===== config.mk =====
export PLATFORM = sky130hd
export DESIGN_NAME = regread_arbiter
export DESIGN_NICKNAME = d
export VERILOG_FILES = /design/src/rtl/regread_arbiter.sv
export SDC_FILE = /design/constraint.sdc
export NUM_CORES = 1
export LEC_CHECK = 0
export BUFFER_PORTS_ARGS = -buffer_cell sky130_fd_sc_hd__buf_4
export CAP_MARGIN = 30
export CORE_ASPECT_RATIO = 1.75
export CORE_MARGIN = 4
export CORE_UTILIZATION = 42
export DETAILED_ROUTE_END_ITERATION = 16
export PLACE_DENSITY = 0.72
export SLEW_MARGIN = 25
export SYNTH_ARGS = -nofsm -noshare
export SYNTH_HDL_FRONTEND = slang
export SYNTH_SLANG_ARGS = --single-unit

===== constraint.sdc =====
create_clock -name clk -period 4.03 [get_ports clk]
set_clock_uncertainty 0.05 [all_clocks]
set_input_delay 0.6045 -clock clk [delete_from_list [all_inputs] [get_ports clk]]
set_output_delay 0.6045 -clock clk [all_outputs]
set_load 0.01 [all_outputs]

===== src/rtl/regread_arbiter.sv =====
// Two-port read arbiter for the 64x32 register file: port 0 (pipeline) has priority,
// and port 1 (debug) is guaranteed a grant after STARVE_LIMIT consecutive losses.
module regread_arbiter #(
    parameter int STARVE_LIMIT = 4,
    parameter bit ZR_EN        = 1'b1
) (
    input  logic        clk,
    input  logic        reset_n,
    input  logic        stall,
    input  logic        req0_valid,
    input  logic [4:0]  req0_addr,
    output logic        req0_ready,
    input  logic        req1_valid,
    input  logic [4:0]  req1_addr,
    output logic        req1_ready,
    output logic [4:0]  regsel,
    input  logic [63:0] rd,
    output logic        rsp_valid,
    output logic        rsp_id,
    output logic [63:0] rsp_data
);
    localparam logic [3:0] LIMIT = 4'(STARVE_LIMIT);

    logic [3:0]  r_starve_cnt;
    logic        r_a_valid;
    logic        r_a_id;
    logic        r_a_zr;
    logic [4:0]  r_regsel;
    logic        r_rsp_valid;
    logic        r_rsp_id;
    logic [63:0] r_rsp_data;

    logic        w_starved;
    logic        w_handshake;
    logic [4:0]  w_addr;

    // Readies are gated by reset so nothing is granted while the pipeline is held in reset.
    assign w_starved   = (r_starve_cnt == LIMIT);
    assign req1_ready  = reset_n & ~stall & req1_valid & (w_starved | ~req0_valid);
    assign req0_ready  = reset_n & ~stall & req0_valid & ~(req1_valid & w_starved);
    assign w_handshake = req0_ready | req1_ready;
    assign w_addr      = req1_ready ? req1_addr : req0_addr;

    always_ff @(posedge clk or negedge reset_n) begin
        if (!reset_n) begin
            r_starve_cnt <= 4'd0;
        end else if (!stall) begin
            if (!req1_valid || req1_ready)
                r_starve_cnt <= 4'd0;
            else if (!w_starved)
                r_starve_cnt <= r_starve_cnt + 4'd1;
        end
    end

    // Stage A: latch the select for the read mux plus the tag that travels with it.
    always_ff @(posedge clk or negedge reset_n) begin
        if (!reset_n) begin
            r_regsel  <= 5'd0;
            r_a_valid <= 1'b0;
            r_a_id    <= 1'b0;
            r_a_zr    <= 1'b0;
        end else begin
            r_a_valid <= w_handshake;
            if (w_handshake) begin
                r_regsel <= w_addr;
                r_a_id   <= req1_ready;
                r_a_zr   <= ZR_EN && (w_addr == 5'd31);
            end
        end
    end

    // Stage B: capture mux data; the response registers hold between strobes.
    always_ff @(posedge clk or negedge reset_n) begin
        if (!reset_n) begin
            r_rsp_valid <= 1'b0;
            r_rsp_id    <= 1'b0;
            r_rsp_data  <= 64'd0;
        end else begin
            r_rsp_valid <= r_a_valid;
            if (r_a_valid) begin
                r_rsp_id   <= r_a_id;
                r_rsp_data <= r_a_zr ? 64'd0 : rd;
            end
        end
    end

    assign regsel    = r_regsel;
    assign rsp_valid = r_rsp_valid;
    assign rsp_id    = r_rsp_id;
    assign rsp_data  = r_rsp_data;
endmodule


# Yosys cells after proc, flatten, opt, wreduce, memory -nomap -nowiden
# Cells that the tools add are included.
[word_totals]
n_memories = 0
elab_cells = 30
latchBits = 0
ramBits = 0
register_bits = 78
out_inout_bits = 73
mem_bits_ro = 0
[classes]
add_sub_neg = 1
div = 0
reduce_logical = 3
n_mux = 4
n_bitwise = 11
order_cmp = 0
eq_ne = 3
shift = 0
mul = 0
[ops]
columns = ["operator", "n"]
rows = [
  ["two-way mux 64 bit", 1],
  ["two-way mux 4 bit", 2],
  ["AND 1 bit", 6],
  ["equality test 5 bit, second input constant", 1],
  ["two-way mux 5 bit", 1],
  ["adder 4 x 1 -> 4 bit, second input constant", 1],
  ["equality test 4 x 3 -> 1 bit, second input constant", 1],
  ["inverter 1 bit", 3],
  ["!= test 2 x 1 -> 1 bit, second input constant", 1],
  ["OR 1 bit", 2],
  ["AND reduction 2 bit", 1],
  ["zero test 1 bit", 1],
  ["logical OR 1 bit", 1],
]

# Longest topological paths before layout
[logic_depth]
ltp_word = 7
mapped_depth = 6
depth_no_buf = 6

# Worst setup path after synthesis
# OpenSTA, ideal clock, no wires.
[synth_path]
path_kind = "register -> output"
startpoint = "reg r_starve_cnt[0]"
endpoint = "out req0_ready"
arrival_ps = 1049
path_buffers = 0
stages_incl_launch_ff = 6
setup_slack_ps = 2326
path_cell_list = "dfrtp_1 > inv_1 > ha_1 > nand4b_1 > nand2_1 > nor2_1"
[synth_between]
elab_chain_len = 4
[synth_lines]
columns = ["item", "line", "source"]
rows = [
  ["from (decl)", "24", "logic [3:0] r_starve_cnt;"],
  ["from (signal assigned)", "51", "r_starve_cnt <= r_starve_cnt + 4'd1;"],
  ["equality test 4 x 3 -> 1 bit", "38", "assign w_starved = (r_starve_cnt == LIMIT);"],
  ["AND 1 bit", "40", "assign req0_ready = reset_n & ~stall & req0_valid & ~(req1_valid & w_starved);"],
  ["inverter 1 bit", "40", ""],
  ["AND 1 bit", "40", ""],
  ["to (decl)", "12", "output logic req0_ready,"],
]
# Every way passes these cells.

# Worst setup path after layout
# Same ends and word-level chain as after synthesis.

==> summary by stage <==
GRT
The number of global-route vias before repair is 2944. The total overflow reported by the global router is 0. The wire length of the first global-routing pass is 14300 um.

The overall routing resource usage is 0.185. The number of antenna violations at the first check in global routing is 0. Entering global routing, the biggest net connects 87 pins.

Yosys
The sequential area share after synthesis is 0.568. The post-synthesis compound-gate area fraction is 0.136. The share of synthesized registers carrying an async set or reset is 1.00. The post-synthesis adder-cell area fraction is 0.00728.

The portion of netlist area occupied by mux cells is 0.00619. In this run, synthesis produced a sequential element count of 78. The synthesized netlist contains 30 unique library cells. The synthesized area is 0.00344 mm2. Counting flops with a built-in enable in the synthesized netlist gives 0. Of the total synthesized cell area, the portion taken by AND, OR, NAND and NOR gates is 0.183. Each instance of the synthesized netlist takes up on average 9.88 um2. Among all flip-flop cells after synthesis, the most frequent one is sky130_fd_sc_hd__dfrtp_1.

By area, the combinational part of the netlist is dominated by simple AND/OR/NAND/NOR gates. The xor and xnor area share after synthesis is 0. The count of mapped cells out of synthesis is 348.

For this run, the number of Yosys warnings is 0. The net count of the mapped netlist is 429.

Routing
The number of routed nets with antenna violations is 0. The detailed router placed 2898 vias in this run. The ratio of routed vias to standard cells is 4.95. The first TritonRoute pass finished after 4 iterations. The DRC marker count from the first detailed-route iteration is 136. The average wire per cell in the routed design is 15.3 um.

In the routed design, unresolved DRC markers number 0. Wires add up to 8950 um.

Layout
The core occupancy in the finished layout is 0.621. After routing the design area is 0.00495 mm2. The net count of the finished layout is 572. 0 antenna diodes ended up in the layout. Relative to the synthesized area, the layout overhead comes to 43.8%. The fraction of layout instances using a drive strength above 1 is 0.355.

Worst setup path
Tracing the worst setup path back leads to its startpoint at r_starve_cnt[0]. The worst-case register-to-register setup slack is 2.41 ns. Among all stages on the critical path, the largest delay is contributed by sky130_fd_sc_hd__dfrtp_1. The endpoint identified for the worst register-to-register timing path is r_a_zr. The delay contributed by the slowest stage of the critical path is 0.41 ns. The largest driver fanout on the critical path is 7. Counting cells, the worst reg-to-reg path comes to 6. STA classifies the critical path endpoint as an output port. STA classifies the critical path startpoint as a flip-flop. The class of the most critical setup path is flip-flop to output port. At the worst endpoint, the required time is 3.38 ns. Data on the critical path arrives at its endpoint at 1.60 ns. The start of the worst register-to-register path is r_starve_cnt[0]. The critical path goes through inv_1, ha_1, nand4b_1, nand2_1, nor2_1, buf_4.

Power
The worst-case IR drop observed on VDD is 0.000292 V. The static leakage power is 2.43 nW. The power consumption is 0.00226 W. For this design the ratio of total power to cell area is 458 mW/mm2.

CTS
The H-tree was split into 3 levels. The total setup buffers inserted after CTS is 0. The post-cts hold buffer count is 0. The post-cts gate resize count is 0. The worst-skew pair later-pin latency is 0.32 ns. CTS placed an instance of sky130_fd_sc_hd__clkbuf_16 at the clock tree root.

TritonCTS built the clock tree. The clock transition at the registers of the reported paths is 0.06 ns. The TritonCTS sink count is 78. No sink is reached through more buffers than the 2 on the longest clock path. The number of CTS-inserted buffers is 9.

Timing
Setup repair after global routing left no endpoint under its margin. Setup violations remaining at the end of the flow were counted as 0. Measured against its own limit, the worst slew margin works out to 0.522.

Based on the critical path, the design can be clocked at up to 0.443 GHz. The count of final max-slew check failures came to 0. The setup TNS after final layout is 0 ns. The final worst-path setup slack is 1.77 ns. The post-route minimum period is 2.26 ns. The final count of hold timing violations is 0. The actual transition at the worst max-transition pin is 0.717 ns. The final period utilization is 0.560.

Floorplan
The initial cell density of the core is 0.432. The count of boundary I/O pins is 152. The total area inside the core boundary comes to 0.00796 mm2. From bottom edge to top edge, the die measures 128 um. Row generation in the floorplan step produced 43 rows.

The overall die area is 0.00975 mm2. The die is 76.4 um wide.

Placement
The post-place setup slack is 1.61 ns. The half-perimeter wire length of the detailed placement result is 6390 um. In this run the cell area measured after placement is 0.00464 mm2.

At the end of routability-driven placement, the weighted congestion stood at 0.763. In this run the tool buffered the top-level ports with 151 buffer cells.

Worst hold path
The path class of the tightest hold or removal check is primary input to asynchronous set/reset pin.

Flow run
The tool flagged a number of max-cap violations equal to 0.

Status
The flow ran to the end, and the final reports show no timing, DRC or antenna violations.
==> critical path: cells and delay by family, from the launching register on <==
kind | cells | cell delay (ns)
and+or+nand+nor | 3 | 0.43
DFF | 1 | 0.41
adders and majority gates | 1 | 0.23
buffers and inverters | 2 | 0.20
==> layout make-up <==
class / count / area [um2]
clock buffers: 10 / 239
flip-flops and latches: 78 / 1960
multi-input cells: 180 / 1140
inverters: 68 / 255
fillers: 686 / 3020
clock inverters: 6 / 61.3
repair buffers: 154 / 1180
well taps: 90 / 113
==> cells in the final DEF (no fill, tap or decap), types with 3 or more instances in the layout <==
cell                        synthesis  routed
sky130_fd_sc_hd__nand3b_1          65      65
sky130_fd_sc_hd__o21ai_0           69      69
sky130_fd_sc_hd__clkbuf_16          0       9
sky130_fd_sc_hd__nor2b_1            4       4
sky130_fd_sc_hd__inv_1             68      68
sky130_fd_sc_hd__buf_4              1     152
sky130_fd_sc_hd__a21oi_1            5       5
sky130_fd_sc_hd__dfrtp_1           78      77
sky130_fd_sc_hd__nor2_1             5       5
sky130_fd_sc_hd__clkinv_2           0       3
sky130_fd_sc_hd__nand2_1            6       6
sky130_fd_sc_hd__o22ai_1            5       5
==> cell families (layout without fill, tap and decap cells) <==
logic type	Yosys count	count (layout)
adders and majority gates	2	2
muxes	2	2
and+or+nand+nor	90	90
buffers and inverters	90	238
DFF	78	78
AOI/OAI and AO/OA	86	86
==> through the flow <==
stage | hold WS (ns) | std cells
2_1_floorplan | 0.259 | 348
3_3_place_gp | 0.428 | 569
3_5_place_dp | 0.417 | 570
4_1_cts | 0.440 | 586
5_1_grt | 0.447 | 586
6_report | 0.417 | 586
==> worst max path at each step <==
stage,endpoint,slack (ns),cells after the start
2_1_floorplan,req0_ready,2.33,5
3_3_place_gp,r_starve_cnt[2],1.65,4
3_5_place_dp,r_starve_cnt[2],1.61,4
4_1_cts,req0_ready,1.76,6
5_1_grt,req0_ready,1.68,6
6_report,req0_ready,1.77,6
==> cell usage after synthesis (all sizes together) (2+ instances only) <==
| cell type | count | share of area |
|---|---|---|
| clkbuf | 11 | 0.012 |
| inv | 68 | 0.074 |
| nand4b | 2 | 0.0051 |
| dfrtp | 78 | 0.57 |
| o22ai | 5 | 0.0091 |
| nand2b | 2 | 0.0036 |
| nand2 | 6 | 0.0065 |
| ha | 2 | 0.0073 |
| nand4 | 2 | 0.0036 |
| nand3b | 65 | 0.14 |
| buf | 11 | 0.014 |
| nor2 | 6 | 0.0073 |
| a21oi | 5 | 0.0073 |
| o21ai | 69 | 0.10 |
| nor2b | 4 | 0.0073 |
==> state kept, by name, summed over array words and instances (netlist names) <==
signal and count:
rsp_id 1, r_a_id 1, r_a_valid 1, r_starve_cnt 4
rsp_data 64, regsel 5, rsp_valid 1, r_a_zr 1
==> metal layers <==
layer	wire length (um)	part of all wire	track usage
met5	0	0	0
met4	255	0.028	0.0886
met3	491	0.055	0.0436
met2	4910	0.55	0.339
met1	3300	0.37	0.198
==> power breakdown <==
| part | total (W) | internal [W] | leakage [nW] | switching, W |
|---|---|---|---|---|
| Clock | 0.000794 | 0.000494 | 0.148 | 0.000301 |
| Sequential | 0.000983 | 0.000906 | 0.961 | 0.0000775 |
| Combinational | 0.000487 | 0.000257 | 1.32 | 0.000230 |
Power figures use the tool's default switching activity.
